===== config.mk =====
export PLATFORM = sky130hd
export DESIGN_NAME = rf_dump_ctrl_flat
export DESIGN_NICKNAME = d
export VERILOG_FILES = /design/src/rtl/rf_dump_pkg.sv /design/src/rtl/rf_dump_ctrl_if.sv /design/src/rtl/rf_dump_halt_det.sv /design/src/rtl/rf_dump_ctrl.sv /design/src/flat_wrapper.sv
export SDC_FILE = /design/constraint.sdc
export NUM_CORES = 1
export LEC_CHECK = 0
export BUFFER_PORTS_ARGS = -buffer_cell sky130_fd_sc_hd__buf_2
export CORE_MARGIN = 1.5
export CORE_UTILIZATION = 47
export CTS_CLUSTER_SIZE = 12
export DETAILED_ROUTE_END_ITERATION = 10
export PLACE_DENSITY_LB_ADDON = 0.3
export SYNTH_ARGS = -nofsm -noshare
export SYNTH_HDL_FRONTEND = slang
export SYNTH_SLANG_ARGS = --single-unit
export TNS_END_PERCENT = 1

===== constraint.sdc =====
create_clock -name clk -period 6.41 [get_ports clk]
set_clock_uncertainty 0.2 [all_clocks]
set_input_delay 0.641 -clock clk [delete_from_list [all_inputs] [get_ports clk]]
set_output_delay 0.641 -clock clk [all_outputs]
set_load 0.01 [all_outputs]

===== src/rtl/rf_dump_pkg.sv =====
// -----------------------------------------------------------------------------
// rf_dump_pkg
//   Shared constants for the register-file dump sequencer:
//     - default geometry (register count, select/data widths, read latency)
//     - default halt sentinel PC that auto-triggers a dump
//     - FSM state encodings (kept as plain localparam constants so the
//       encoding matches the legacy Verilog netlists)
//   No ports (package).
// -----------------------------------------------------------------------------
package rf_dump_pkg;

    localparam int unsigned NREGS_DEF  = 32;
    localparam int unsigned SEL_W_DEF  = 5;
    localparam int unsigned DATA_W_DEF = 32;
    localparam int unsigned RD_LAT_DEF = 0;

    localparam logic [31:0] HALT_PC_DEF = 32'hf000_0100;

    typedef logic [2:0] state_t;

    localparam state_t ST_IDLE  = 3'd0;
    localparam state_t ST_SEL   = 3'd1;
    localparam state_t ST_OUT   = 3'd2;
    localparam state_t ST_CKSUM = 3'd3;
    localparam state_t ST_DONE  = 3'd4;

endpackage


===== src/rtl/rf_dump_ctrl_if.sv =====
// -----------------------------------------------------------------------------
// rf_dump_ctrl_if
//   Valid/ready beat stream carrying one {index, data} register beat towards
//   a UART/display sink.
//   Signals:
//     out_valid  beat available            (master -> slave)
//     out_ready  sink accepts beat         (slave  -> master)
//     out_sel    register index of beat    (master -> slave)
//     out_data   register value of beat    (master -> slave)
//     out_last   final beat of the dump    (master -> slave)
//     out_cksum  beat carries the checksum (master -> slave)
//   Modports: master (sequencer side), slave (sink side).
// -----------------------------------------------------------------------------
interface rf_dump_ctrl_if
    import rf_dump_pkg::*;
#(
    parameter int unsigned SEL_W  = SEL_W_DEF,
    parameter int unsigned DATA_W = DATA_W_DEF
) ();

    logic              out_valid;
    logic              out_ready;
    logic [SEL_W-1:0]  out_sel;
    logic [DATA_W-1:0] out_data;
    logic              out_last;
    logic              out_cksum;

    modport master (
        output out_valid, out_sel, out_data, out_last, out_cksum,
        input  out_ready
    );

    modport slave (
        input  out_valid, out_sel, out_data, out_last, out_cksum,
        output out_ready
    );

endinterface


===== src/rtl/rf_dump_halt_det.sv =====
// -----------------------------------------------------------------------------
// rf_dump_halt_det
//   Dump trigger generator. Compares the core PC against the halt sentinel
//   and fires once on the first cycle the PC equals it; a PC parked on the
//   sentinel does not retrigger. The explicit start pulse is ORed in.
//   Ports:
//     clk      in   clock, rising edge
//     rstn     in   synchronous reset, active low
//     start    in   one-cycle dump request
//     pc       in   core PC
//     trigger  out  dump request (combinational)
// -----------------------------------------------------------------------------
module rf_dump_halt_det
    import rf_dump_pkg::*;
#(
    parameter logic [31:0] HALT_PC = HALT_PC_DEF
) (
    input  logic        clk,
    input  logic        rstn,
    input  logic        start,
    input  logic [31:0] pc,
    output logic        trigger
);

    logic pc_hit;
    logic pc_hit_q, pc_hit_d;

    assign pc_hit   = (pc == HALT_PC);
    assign pc_hit_d = pc_hit;

    always_ff @(posedge clk) begin
        if (!rstn) begin
            pc_hit_q <= 1'b0;
        end else begin
            pc_hit_q <= pc_hit_d;
        end
    end

    // Rising edge of the PC match only.
    assign trigger = start | (pc_hit & ~pc_hit_q);

endmodule


===== src/rtl/rf_dump_ctrl.sv =====
// -----------------------------------------------------------------------------
// rf_dump_ctrl
//   Register-file dump sequencer for the single-cycle core top (sccomp).
//   On a start pulse, or when the PC first reaches HALT_PC, scans registers
//   0..NREGS-1 through reg_sel/reg_data and emits one {index, data} beat per
//   register on the out_if stream.
//   Optional feature macro: RF_DUMP_CKSUM_EN -- appends a beat carrying the
//   XOR of all dumped words (out_cksum=1, out_last=1, out_sel=0).
//   Ports:
//     clk       in   clock, rising edge
//     rstn      in   synchronous reset, active low
//     start     in   one-cycle dump request
//     pc        in   core PC, for halt detection
//     reg_sel   out  register index to sccomp (0 outside the select phase)
//     reg_data  in   register value from sccomp, valid RD_LAT cycles after reg_sel
//     out_if    master stream: out_valid/out_ready/out_sel/out_data/out_last/out_cksum
//     busy      out  dump in progress
//     done      out  one-cycle pulse after the final handshake
// -----------------------------------------------------------------------------
module rf_dump_ctrl
    import rf_dump_pkg::*;
#(
    parameter int unsigned NREGS   = NREGS_DEF,
    parameter int unsigned SEL_W   = SEL_W_DEF,
    parameter int unsigned DATA_W  = DATA_W_DEF,
    parameter int unsigned RD_LAT  = RD_LAT_DEF,
    parameter logic [31:0] HALT_PC = HALT_PC_DEF
) (
    input  logic              clk,
    input  logic              rstn,
    input  logic              start,
    input  logic [31:0]       pc,
    output logic [SEL_W-1:0]  reg_sel,
    input  logic [DATA_W-1:0] reg_data,
    rf_dump_ctrl_if.master    out_if,
    output logic              busy,
    output logic              done
);

    localparam logic [SEL_W-1:0] LAST_IDX  = SEL_W'(NREGS - 1);
    localparam logic [1:0]       WAIT_LAST = 2'(RD_LAT);

    logic trigger;

    state_t            state_q,    state_d;
    logic [SEL_W-1:0]  idx_q,      idx_d;
    logic [1:0]        wait_q,     wait_d;
    logic [SEL_W-1:0]  out_sel_q,  out_sel_d;
    logic [DATA_W-1:0] out_data_q, out_data_d;
    logic              out_last_q, out_last_d;
`ifdef RF_DUMP_CKSUM_EN
    logic [DATA_W-1:0] cksum_q,     cksum_d;
    logic              out_cksum_q, out_cksum_d;
`endif

    rf_dump_halt_det #(
        .HALT_PC (HALT_PC)
    ) u_halt_det (
        .clk     (clk),
        .rstn    (rstn),
        .start   (start),
        .pc      (pc),
        .trigger (trigger)
    );

    always_comb begin
        state_d    = state_q;
        idx_d      = idx_q;
        wait_d     = wait_q;
        out_sel_d  = out_sel_q;
        out_data_d = out_data_q;
        out_last_d = out_last_q;
`ifdef RF_DUMP_CKSUM_EN
        cksum_d     = cksum_q;
        out_cksum_d = out_cksum_q;
`endif

        case (state_q)
            ST_IDLE: begin
                // Triggers arriving in any other state are dropped.
                if (trigger) begin
                    idx_d   = '0;
                    wait_d  = '0;
                    state_d = ST_SEL;
`ifdef RF_DUMP_CKSUM_EN
                    cksum_d = '0;
`endif
                end
            end

            ST_SEL: begin
                // reg_sel is held for RD_LAT+1 cycles; capture on the last.
                if (wait_q == WAIT_LAST) begin
                    out_sel_d  = idx_q;
                    out_data_d = reg_data;
`ifdef RF_DUMP_CKSUM_EN
                    out_last_d  = 1'b0;
                    out_cksum_d = 1'b0;
                    cksum_d     = cksum_q ^ reg_data;
`else
                    out_last_d  = (idx_q == LAST_IDX);
`endif
                    state_d = ST_OUT;
                end else begin
                    wait_d = wait_q + 2'd1;
                end
            end

            ST_OUT: begin
                if (out_if.out_ready) begin
                    if (idx_q == LAST_IDX) begin
`ifdef RF_DUMP_CKSUM_EN
                        out_sel_d   = '0;
                        out_data_d  = cksum_q;
                        out_last_d  = 1'b1;
                        out_cksum_d = 1'b1;
                        state_d     = ST_CKSUM;
`else
                        state_d     = ST_DONE;
`endif
                    end else begin
                        idx_d   = idx_q + SEL_W'(1);
                        wait_d  = '0;
                        state_d = ST_SEL;
                    end
                end
            end

            ST_CKSUM: begin
`ifdef RF_DUMP_CKSUM_EN
                if (out_if.out_ready) begin
                    state_d = ST_DONE;
                end
`else
                state_d = ST_IDLE;
`endif
            end

            ST_DONE: begin
                state_d = ST_IDLE;
            end

            default: begin
                state_d = ST_IDLE;
            end
        endcase
    end

    always_ff @(posedge clk) begin
        if (!rstn) begin
            state_q    <= ST_IDLE;
            idx_q      <= '0;
            wait_q     <= '0;
            out_sel_q  <= '0;
            out_data_q <= '0;
            out_last_q <= 1'b0;
`ifdef RF_DUMP_CKSUM_EN
            cksum_q     <= '0;
            out_cksum_q <= 1'b0;
`endif
        end else begin
            state_q    <= state_d;
            idx_q      <= idx_d;
            wait_q     <= wait_d;
            out_sel_q  <= out_sel_d;
            out_data_q <= out_data_d;
            out_last_q <= out_last_d;
`ifdef RF_DUMP_CKSUM_EN
            cksum_q     <= cksum_d;
            out_cksum_q <= out_cksum_d;
`endif
        end
    end

    assign reg_sel          = (state_q == ST_SEL) ? idx_q : '0;
    assign out_if.out_valid = (state_q == ST_OUT) || (state_q == ST_CKSUM);
    assign out_if.out_sel   = out_sel_q;
    assign out_if.out_data  = out_data_q;
    assign out_if.out_last  = out_last_q;
`ifdef RF_DUMP_CKSUM_EN
    assign out_if.out_cksum = out_cksum_q;
`else
    assign out_if.out_cksum = 1'b0;
`endif
    assign busy             = (state_q != ST_IDLE);
    assign done             = (state_q == ST_DONE);

endmodule


===== src/flat_wrapper.sv =====
// flat-port wrapper written by rule: the top's interface ports become plain ports
module rf_dump_ctrl_flat import rf_dump_pkg::*;
#(
    parameter int unsigned NREGS   = NREGS_DEF,
    parameter int unsigned SEL_W   = SEL_W_DEF,
    parameter int unsigned DATA_W  = DATA_W_DEF,
    parameter int unsigned RD_LAT  = RD_LAT_DEF,
    parameter logic [31:0] HALT_PC = HALT_PC_DEF
)
  (clk, rstn, start, pc, reg_sel, reg_data, busy, done, out_if_out_valid, out_if_out_sel, out_if_out_data, out_if_out_last, out_if_out_cksum, out_if_out_ready);
  rf_dump_ctrl_if #(.SEL_W(SEL_W), .DATA_W(DATA_W)) out_if_i ();
  input  logic clk;
  input  logic rstn;
  input  logic start;
  input  logic [31:0] pc;
  output logic [SEL_W-1:0] reg_sel;
  input  logic [DATA_W-1:0] reg_data;
  output logic busy;
  output logic done;
  output wire logic [$bits(out_if_i.out_valid)-1:0] out_if_out_valid;
  output wire logic [$bits(out_if_i.out_sel)-1:0] out_if_out_sel;
  output wire logic [$bits(out_if_i.out_data)-1:0] out_if_out_data;
  output wire logic [$bits(out_if_i.out_last)-1:0] out_if_out_last;
  output wire logic [$bits(out_if_i.out_cksum)-1:0] out_if_out_cksum;
  input wire logic [$bits(out_if_i.out_ready)-1:0] out_if_out_ready;
  assign out_if_out_valid = out_if_i.out_valid;
  assign out_if_out_sel = out_if_i.out_sel;
  assign out_if_out_data = out_if_i.out_data;
  assign out_if_out_last = out_if_i.out_last;
  assign out_if_out_cksum = out_if_i.out_cksum;
  assign out_if_i.out_ready = out_if_out_ready;
  rf_dump_ctrl #(.NREGS(NREGS), .SEL_W(SEL_W), .DATA_W(DATA_W), .RD_LAT(RD_LAT), .HALT_PC(HALT_PC)) u_core (.clk(clk), .rstn(rstn), .start(start), .pc(pc), .reg_sel(reg_sel), .reg_data(reg_data), .out_if(out_if_i), .busy(busy), .done(done));
endmodule

Word-level counts from Yosys, hierarchy flattened

Index checks and enable logic that the tools add are counted.

Register bits: 49
Input port bits: 68
Output and inout port bits: 47
Logic and storage cells: 48

Add/sub/neg operators: 2
Eq/ne operators: 11
Mux-type cells: 15
Bitwise gates (word level): 3
Reduce and logical (&&, ||, !) cells: 10

Operators by type and width:

| kind                                                                  | number |
|---|---|
| 32-bit equality test, second input constant                           | 1 |
| 5-bit 2-to-1 mux                                                      | 4 |
| 3-bit 2-to-1 mux                                                      | 4 |
| 5-bit one-hot mux with 2 select lines                                 | 1 |
| 3-bit one-hot mux with 3 select lines                                 | 1 |
| 2-bit 2-to-1 mux                                                      | 4 |
| 3-bit by 2-bit equality test with 1-bit output, second input constant | 2 |
| 2-bit != test, second input constant                                  | 3 |
| 2-bit one-hot mux with 3 select lines                                 | 1 |
| 3-bit nonzero test                                                    | 2 |
| 5-bit by 1-bit adder with 5-bit output, second input constant         | 1 |
| 5-bit equality test, second input constant                            | 1 |
| 5-bit AND reduction                                                   | 1 |
| 2-bit by 1-bit != test with 1-bit output, second input constant       | 2 |
| 4-bit AND reduction                                                   | 1 |
| 3-bit by 1-bit equality test with 1-bit output, second input constant | 1 |
| 3-bit equality test, second input constant                            | 1 |
| 3-bit zero test                                                       | 1 |
| 3-bit AND reduction                                                   | 1 |
| 2-bit by 1-bit adder with 2-bit output, second input constant         | 1 |
| 2-bit zero test                                                       | 1 |
| 2-bit AND reduction                                                   | 1 |
| 2-bit nonzero test                                                    | 1 |
| 1-bit AND                                                             | 1 |
| 3 further kinds                                                       | 3 |

Depth between registers and ports, before layout

Gate-level depths: netlist (run 1).

Depth after elaboration: 5
Gate-level depth with buffers: 8

By module

A second synthesis (run 1) with hierarchy kept.

Cell total of the unflattened synthesis: 256
Area, all modules: 2,087.0 µm²

Modules (own cells, without submodules):

| module           | instances | cells an instance | area an instance (µm²) | sequential area each (µm²) |
|---|---|---|---|---|
| rf_dump_ctrl     | 1         | 241               | 1,951.9                | 960.9 |
| rf_dump_halt_det | 1         | 15                | 135.1                  | 20.0 |

Least setup slack after synthesis (run 1)

OpenSTA, ideal clock, no wires.

Kind: reg-to-reg
From: reg u_core.idx_q[0]
To: reg u_core.idx_q[1]
Library setup time: 115 ps
Arrival: 2,075 ps
Required time: 6,095 ps
Setup slack: 4,020 ps
Cell stages (with the launch flop): 9
Path buffers: 0
Clock period less this slack: 2,390 ps
Path through: dfxtp_1 -> ha_1 -> and3_1 -> ha_1 -> nand2b_4 -> a2111o_1 -> o31a_1 -> and3_1 -> a31o_1

Word-level cells in the longest chain between the ends: 4
Elaborated cells between the ends (all ways): 7

Ends and longest elaborated chain:

| what                                   | line                | source |
|---|---|---|
| start, declared                        | rf_dump_ctrl.sv:46  | `logic [SEL_W-1:0] idx_q, idx_d;` |
| start signal, assigned                 | rf_dump_ctrl.sv:163 | `idx_q <= idx_d;` |
| 5-bit by 1-bit adder with 5-bit output | rf_dump_ctrl.sv:122 | `idx_d = idx_q + SEL_W'(1);` |
| 5-bit 2-to-1 mux                       | rf_dump_ctrl.sv:111 | `if (idx_q == LAST_IDX) begin` |
| 5-bit 2-to-1 mux                       | rf_dump_ctrl.sv:110 | `if (out_if.out_ready) begin` |
| 5-bit one-hot mux with 2 select lines  | rf_dump_ctrl.sv:78  | `case (state_q)` |

Parallel ways exist; a longest one is shown, timed or not. The select of a mux whose other input is x is not followed.
A chain may end at the register's enable or synchronous reset.

Worst setup path in the final report (run 1)

Same ends and word-level chain as after synthesis.

==> flow_summary.toml, run 1 <==
[timing]
final-setup-viol-count = 0
max_freq_mhz = 392
period_minus_slack_ns = 2.55
tns_ns = 0
timing_hold_violations_final = 0
timing.final.crit_share_pct = 39.8
drv_slew = 0
rsz0062_at_grt = "false"
finalWorstSetupSlack_ns = 3.86

[synthesis]
synth-seq-area-share_pct = 48.4
syn_area_sq_um = 2030
netlist_top_cells_area = "dfxtp_1 (48%), nand2_1 (14%), a21oi_1 (9.6%), nand3_1 (2.0%), and2_1 (1.9%)"
yosysTopAreaCell = "dfxtp_1"
synth.net_count = 322
synth_seq_cells = 49
yosysWarnings = 0
yosysMostFrequentCell = "nand2_1"
synth_cell_types = 39
ys.flop_type = "dfxtp_1"
synth.avg_cell_area_sq_um = 8.08
synth_enable_flop_cells = 0
synth_top_area_share_pct = 48.4
async_flop_share_pct = 0
synthTopCellsByCount = "nand2_1 (78), dfxtp_1 (49), a21oi_1 (39)"
syn_inst = 251

[clock_tree]
post_cts_resized = 0
cts_hold_buf = 0
tritoncts = "yes"
cts_made_buffers = 5
htreeDepth = 2
clock-sinks = 49
clk_path_buf_depth = 2
clk_latency_ns = 0.29
cts-root-buf = "clkbuf_8"
post_cts_buffers = 0
path_clk_slew_ns = 0.09

[place]
dp_cells = 401
port_buffers = 113
dp_hpwl_microns = 3330
place_ws_ns = 3.87
gp_congestion = 0.811

[critical_path]
worst_setup_path_start_kind = "flop"
rrSetupSlack_ns = 3.86
cp.arrival_ns = 2.54
crit_slowest_cell = "a2111o_1"
r2r_start = "u_core.idx_q[0]"
crit_cells = 8
path_max_fanout = 6
path_buf_inv = 0
critical_path.cell_chain = "ha_1 -> and3_1 -> ha_1 -> nand2b_4 -> a2111o_1 -> o31a_1 -> and3_1 -> a31o_1"
cp_slowest_stage_delay_ns = 0.42
required_ns = 6.40
r2r_end = "u_core.idx_q[1]"
crit_type = "flop to flop"
crit_family = "compound AO/OA/AOI/OAI gates"
reg2regPathDepth = 8
critPathCaptureType = "flop"

[final_layout]
layout.nets = 429
n_antenna_cell = 0
syn_to_final_growth_pct = 33.7
final_cells = 409
drive_gt1_share_pct = 35.9

[floorplan]
die_w_microns = 68.7
core-area_sq_um = 4090
fp.dieH_microns = 68.7
ioPinCount = 115
die-area_sq_um = 4720
initial_utilization_pct = 49.6
rows = 23

[job]
cap_viol_max_count = 0

[route]
drt_iter0_drc = 60
detail-route-antenna-nets = 0
first_pass_iters = 4
drcViolationCount = 0
num_vias = 2047
vias_per_cell = 5.00
post_drt_wl_per_cell_microns = 11.4
finalWirelength_microns = 4650

[worst_hold_path]
hold_path_end = "u_core.out_if.out_data[10]"
hp-start = "u_core.out_if.out_data[10]"
hold_depth = 2
hp-class = "flop to flop"

[pwr]
power_frac_clock_pct = 33.8
p_per_area_nw_per_um2 = 243
switching_share_pct = 25.1
cellInternalPower_uw = 493
ir_drop_mv = 0.180
p_leak_nw = 1.28
seq_power_share_pct = 50.1
p_sw_uw = 166
comb_power_share_pct = 16.1

[global_route]
grt_max_degree = 42
grt_pass1_wl_microns = 7180
grt_pass1_vias = 1720
grt-ovfl-total = 0
track_usage_pct = 20.4
antenna_found_initial = 0

[run_status]
status = "complete, no violations"
-- power groups by stage --
stage               registers, mW  clock network [mW]  logic [mW]
global route                0.333               0.243       0.120
global placement            0.337                   0       0.106
floorplan                   0.343                   0      0.0584
CTS                         0.331               0.233       0.108
detailed placement          0.338                   0       0.107
finish                      0.330               0.223       0.106
-- final cells by class --
type,count,area [sq um]
Clock buffer,7,86.3
Timing Repair Buffer,116,588
Fill cell,376,1380
Inverter,5,18.8
Clock inverter,1,30.0
Sequential cell,49,981
Multi-Input combinational cell,181,945
Tap cell,50,62.6
-- logic make-up (layout without fill, tap and decap cells) --
group	after synthesis	in the layout	synth area share, %
AOI/OAI and AO/OA	51	51	14.3
adders and majority gates	3	3	1.85
buffers and inverters	21	129	5.06
DFF	49	49	48.4
muxes	1	1	0.494
other	1	1	0.185
and+or+nand+nor	125	125	29.7
-- worst max path at each step --
stage / from / to / slack (ns)
after CTS: u_core.idx_q[0] / u_core.idx_q[1] / 3.86
after detailed placement: u_core.idx_q[0] / u_core.idx_q[1] / 3.87
after global routing: u_core.idx_q[0] / u_core.idx_q[4] / 3.75
final: u_core.idx_q[0] / u_core.idx_q[1] / 3.86
after floorplan: u_core.idx_q[0] / u_core.idx_q[1] / 4.02
after global placement: u_core.idx_q[0] / u_core.idx_q[4] / 3.96
-- cell usage in the layout, fill, tap and decap left out, drive strengths merged --
| cell | netlist | layout |
|---|---|---|
| or3b | 1 | 1 |
| o31a | 1 | 1 |
| clkbuf | 5 | 7 |
| nor2 | 4 | 4 |
| nand4 | 2 | 2 |
| nor4 | 6 | 6 |
| dfxtp | 49 | 49 |
| ha | 3 | 3 |
| nand2b | 3 | 3 |
| conb | 1 | 1 |
| nand3b | 2 | 2 |
| nand3 | 8 | 8 |
| or3 | 2 | 2 |
| nor3 | 4 | 4 |
| nor3b | 1 | 1 |
| bufinv | 0 | 1 |
| and3 | 5 | 5 |
| and4b | 1 | 1 |
| nor4b | 2 | 2 |
| nand2 | 78 | 78 |
| a31o | 2 | 2 |
| and2 | 6 | 6 |
| o21ba | 1 | 1 |
| mux2i | 1 | 1 |
| clkinv | 1 | 1 |
| a21oi | 39 | 39 |
| a31oi | 1 | 1 |
| a211o | 1 | 1 |
| o211ai | 1 | 1 |
| a2111o | 1 | 1 |
| o21ai | 2 | 2 |
| buf | 11 | 116 |
| o31ai | 2 | 2 |
| inv | 4 | 4 |
-- registers in the layout (all words and copies together) (netlist names) --
name	flops
u_core.out_if.out_data	32
u_core.idx_q	5
u_core.out_if.out_sel	5
u_core.state_q	3
u_core.wait_q	2
u_core.out_if.out_last	1
u_core.u_halt_det.pc_hit_q	1
-- through the flow --
stage | utilization [%] | power, mW | hold slack [ns] | instance area, sq um
after floorplan | - | 0.401 | 0.238 | 2030
after global placement | 63.5 | 0.443 | 0.238 | 2590
after detailed placement | 63.5 | 0.445 | 0.244 | 2590
after CTS | 66.4 | 0.671 | 0.256 | 2710
after global routing | 66.4 | 0.696 | 0.276 | 2710
final | 66.4 | 0.659 | 0.252 | 2710
-- tightest hold or removal path, delay by kind of cell (launching register included) --
family	cells	cell delay (ns)
flip-flops	1	0.31
AND/OR/NAND/NOR	1	0.05
AO/OA/AOI/OAI	1	0.05
-- routing by layer --
layer  share of wire [%]  GRT usage, %
met5                   0             0
met2                  48          35.7
met4                 1.1          8.09
met3                 7.1          6.66
met1                  44          22.9
Note: power is estimated with default switching activity, not from simulation.
==> run 2, diff against run 1 <==
ABC_AREA = 1   (was default)
CORE_UTILIZATION = 44   (was 47)
clock period = 2.5 ns   (was 6.41 ns; I/O delays follow)
==> flow_summary.toml, run 2 <==
[final_layout]
final_cell_mix = "buf_2 (113), nor2_1 (101), dfxtp_1 (49), nand2_1 (36)"
layout_commonest_cell = "buf_2"
n_antenna_cell = 0
syn_to_final_growth_pct = 45.2
drive_gt1_share_pct = 29.4
fillers = 414
largest_reg_flops = 32
final_cells = 513
layout.nets = 516

[critical_path]
required_ns = 2.52
path_max_fanout = 6
cp.arrival_ns = 1.98
crit_type = "flop to flop"
r2r_start = "u_core.idx_q[0]"
r2r_end = "u_core.idx_q[3]"
reg2regPathDepth = 10
rrSetupSlack_ns = 0.54
worst_setup_path_start_kind = "flop"
critPathCaptureType = "flop"

[timing]
period_minus_slack_ns = 1.96
rsz0062_at_grt = "false"
tns_ns = 0
slew_headroom_pct = 63.1
hold-worst-slack_ns = -0.00365
drv_slew = 0
timing_hold_violations_final = 1
finalWorstSetupSlack_ns = 0.538
max_freq_mhz = 510
timing.final.crit_share_pct = 78.5
tightest_slew_ns = 0.553
final-setup-viol-count = 0

[clock_tree]
cts_made_buffers = 5
htreeDepth = 2
clock-sinks = 49
path_clk_slew_ns = 0.10
clk_path_buf_depth = 2
tritoncts = "yes"
post_cts_resized = 0
cts-root-buf = "clkbuf_8"
clk_latency_ns = 0.30

[synthesis]
yosysWarnings = 0
synthTopCellsByCount = "nor2_1 (101), dfxtp_1 (49), nand2_1 (36)"
synth-seq-area-share_pct = 45.6
netlist_top_cells_area = "dfxtp_1 (46%), nor2_1 (18%), o21ai_0 (7.7%), nand2_1 (6.3%), inv_1 (5.8%)"
yosysTopAreaCell = "dfxtp_1"
synth_seq_cells = 49
synth_enable_flop_cells = 0
synth.avg_cell_area_sq_um = 7.05
synth_top_area_share_pct = 45.6
syn_area_sq_um = 2150
synth.net_count = 376
yosysMostFrequentCell = "nor2_1"
synth_cell_types = 26
ys.flop_type = "dfxtp_1"
syn_inst = 305
async_flop_share_pct = 0

[route]
drcViolationCount = 0
detail-route-antenna-nets = 0
num_vias = 2344
drt_iter0_drc = 94
first_pass_iters = 4
post_drt_wl_per_cell_microns = 10.9
finalWirelength_microns = 5590
vias_per_cell = 4.57

[place]
dp_hpwl_microns = 3770
place_ws_ns = 0.595
dp_cells = 474
gp_congestion = 0.933
port_buffers = 113

[global_route]
grt-ovfl-total = 0
grt_pass1_wl_microns = 8990
grtUsageMet3_pct = 5.94
use_met2_pct = 40.1
busiest_layer = "met2"
grt_max_degree = 40
track_usage_pct = 21.6
use_met1_pct = 23.3
antenna_found_initial = 0
grt_pass1_vias = 2217

[pwr]
p_total_mw = 2.01
p_leak_nw = 1.67
p_per_area_nw_per_um2 = 645
ir_drop_mv = 0.570

[floorplan]
die-area_sq_um = 5310
core-area_sq_um = 4720
initial_utilization_pct = 45.5
rows = 25
die_w_microns = 72.9
ioPinCount = 115
fp.dieH_microns = 72.9

[run_status]
violations = "hold timing"
status = "finished, violations left"

[worst_hold_path]
hp-start = "reg_data[20]"
hold_path_end = "u_core.out_if.out_data[20]"
hold_depth = 3
hp-class = "input pin to flop"

[job]
cap_viol_max_count = 0
[run 2: cell types whose count changed after synthesis, moves of 6 or more]
cell     previous run  this run
nor2_1              4       101
nand2_1            78        36
a21oi_1            39         5
o21ai_0             2        33
inv_1               3        33
and2_1              6         0
[run 2: area by class of cell]
| cell class | count | area [sq um] | area share, % |
|---|---|---|---|
| repair buffers | 146 | 891 | 28.5 |
| clock buffers | 6 | 72.6 | 2.32 |
| well taps | 67 | 83.8 | 2.69 |
| inverters | 37 | 139 | 4.45 |
| multi-input cells | 206 | 940 | 30.1 |
| flip-flops and latches | 49 | 981 | 31.4 |
| clock inverters | 2 | 15.0 | 0.481 |
[run 2: stage by stage]
step	hold WS (ns)	cell area [sq um]	util (%)
5_1_grt	0.00381	3120	66.1
3_5_place_dp	0.277	2720	57.7
3_3_place_gp	0.271	2720	57.7
4_1_cts	0.000561	3120	66.1
6_report	-0.00365	3120	66.1
2_1_floorplan	0.185	2150	-
[run 2: report_power, final]
group | internal (mW) | leakage, nW | switching (mW)
registers | 0.900 | 0.402 | 0.0597
clock network | 0.197 | 0.0374 | 0.257
logic | 0.248 | 1.23 | 0.351
total | 1.35 | 1.67 | 0.668
[run 2: cell families (layout without fill, tap and decap cells)]
kind of cell	Yosys count	in the layout	share of synthesized area [%]
adder cells (fa/ha/maj)	3	3	1.75
flip-flops	49	49	45.6
XOR/XNOR	1	1	0.408
buffers and inverters	50	191	10.7
AND/OR/NAND/NOR	156	156	30.3
AO/OA/AOI/OAI	45	45	11.1
other	1	1	0.174
[run 2: critical path: stages (launching register included)]
cell and delay [ns]:
dfxtp_1 0.37, ha_1 0.17, nand2_1 0.07, nor2_1 0.11, ha_1 0.17, inv_1 0.06
o21ai_0 0.23, inv_1 0.17, nand3_2 0.16, nand2_1 0.07, a21oi_1 0.12
[run 2: timing repair]
item                      CTS  global route
buffers inserted            0             0
hold buffers               31             0
hold endpoints to repair   31             0
[run 2: how the worst max path moves through the flow]
stage | start | end | slack (ns) | cells past startpoint
floorplan | u_core.idx_q[0] | u_core.idx_q[0] | 0.83 | 11
global placement | u_core.idx_q[1] | u_core.idx_q[4] | 0.65 | 11
detailed placement | u_core.idx_q[0] | u_core.idx_q[3] | 0.59 | 10
CTS | u_core.idx_q[0] | u_core.idx_q[3] | 0.56 | 10
global route | u_core.idx_q[1] | u_core.idx_q[2] | 0.32 | 11
finish | u_core.idx_q[0] | u_core.idx_q[3] | 0.54 | 10
[run 2: per-layer routing]
metal	wire length (microns)	vias up
li1	-	1224
met1	2430	1026
met2	2710	83
met3	346	11
met4	109	0
met5	0	-
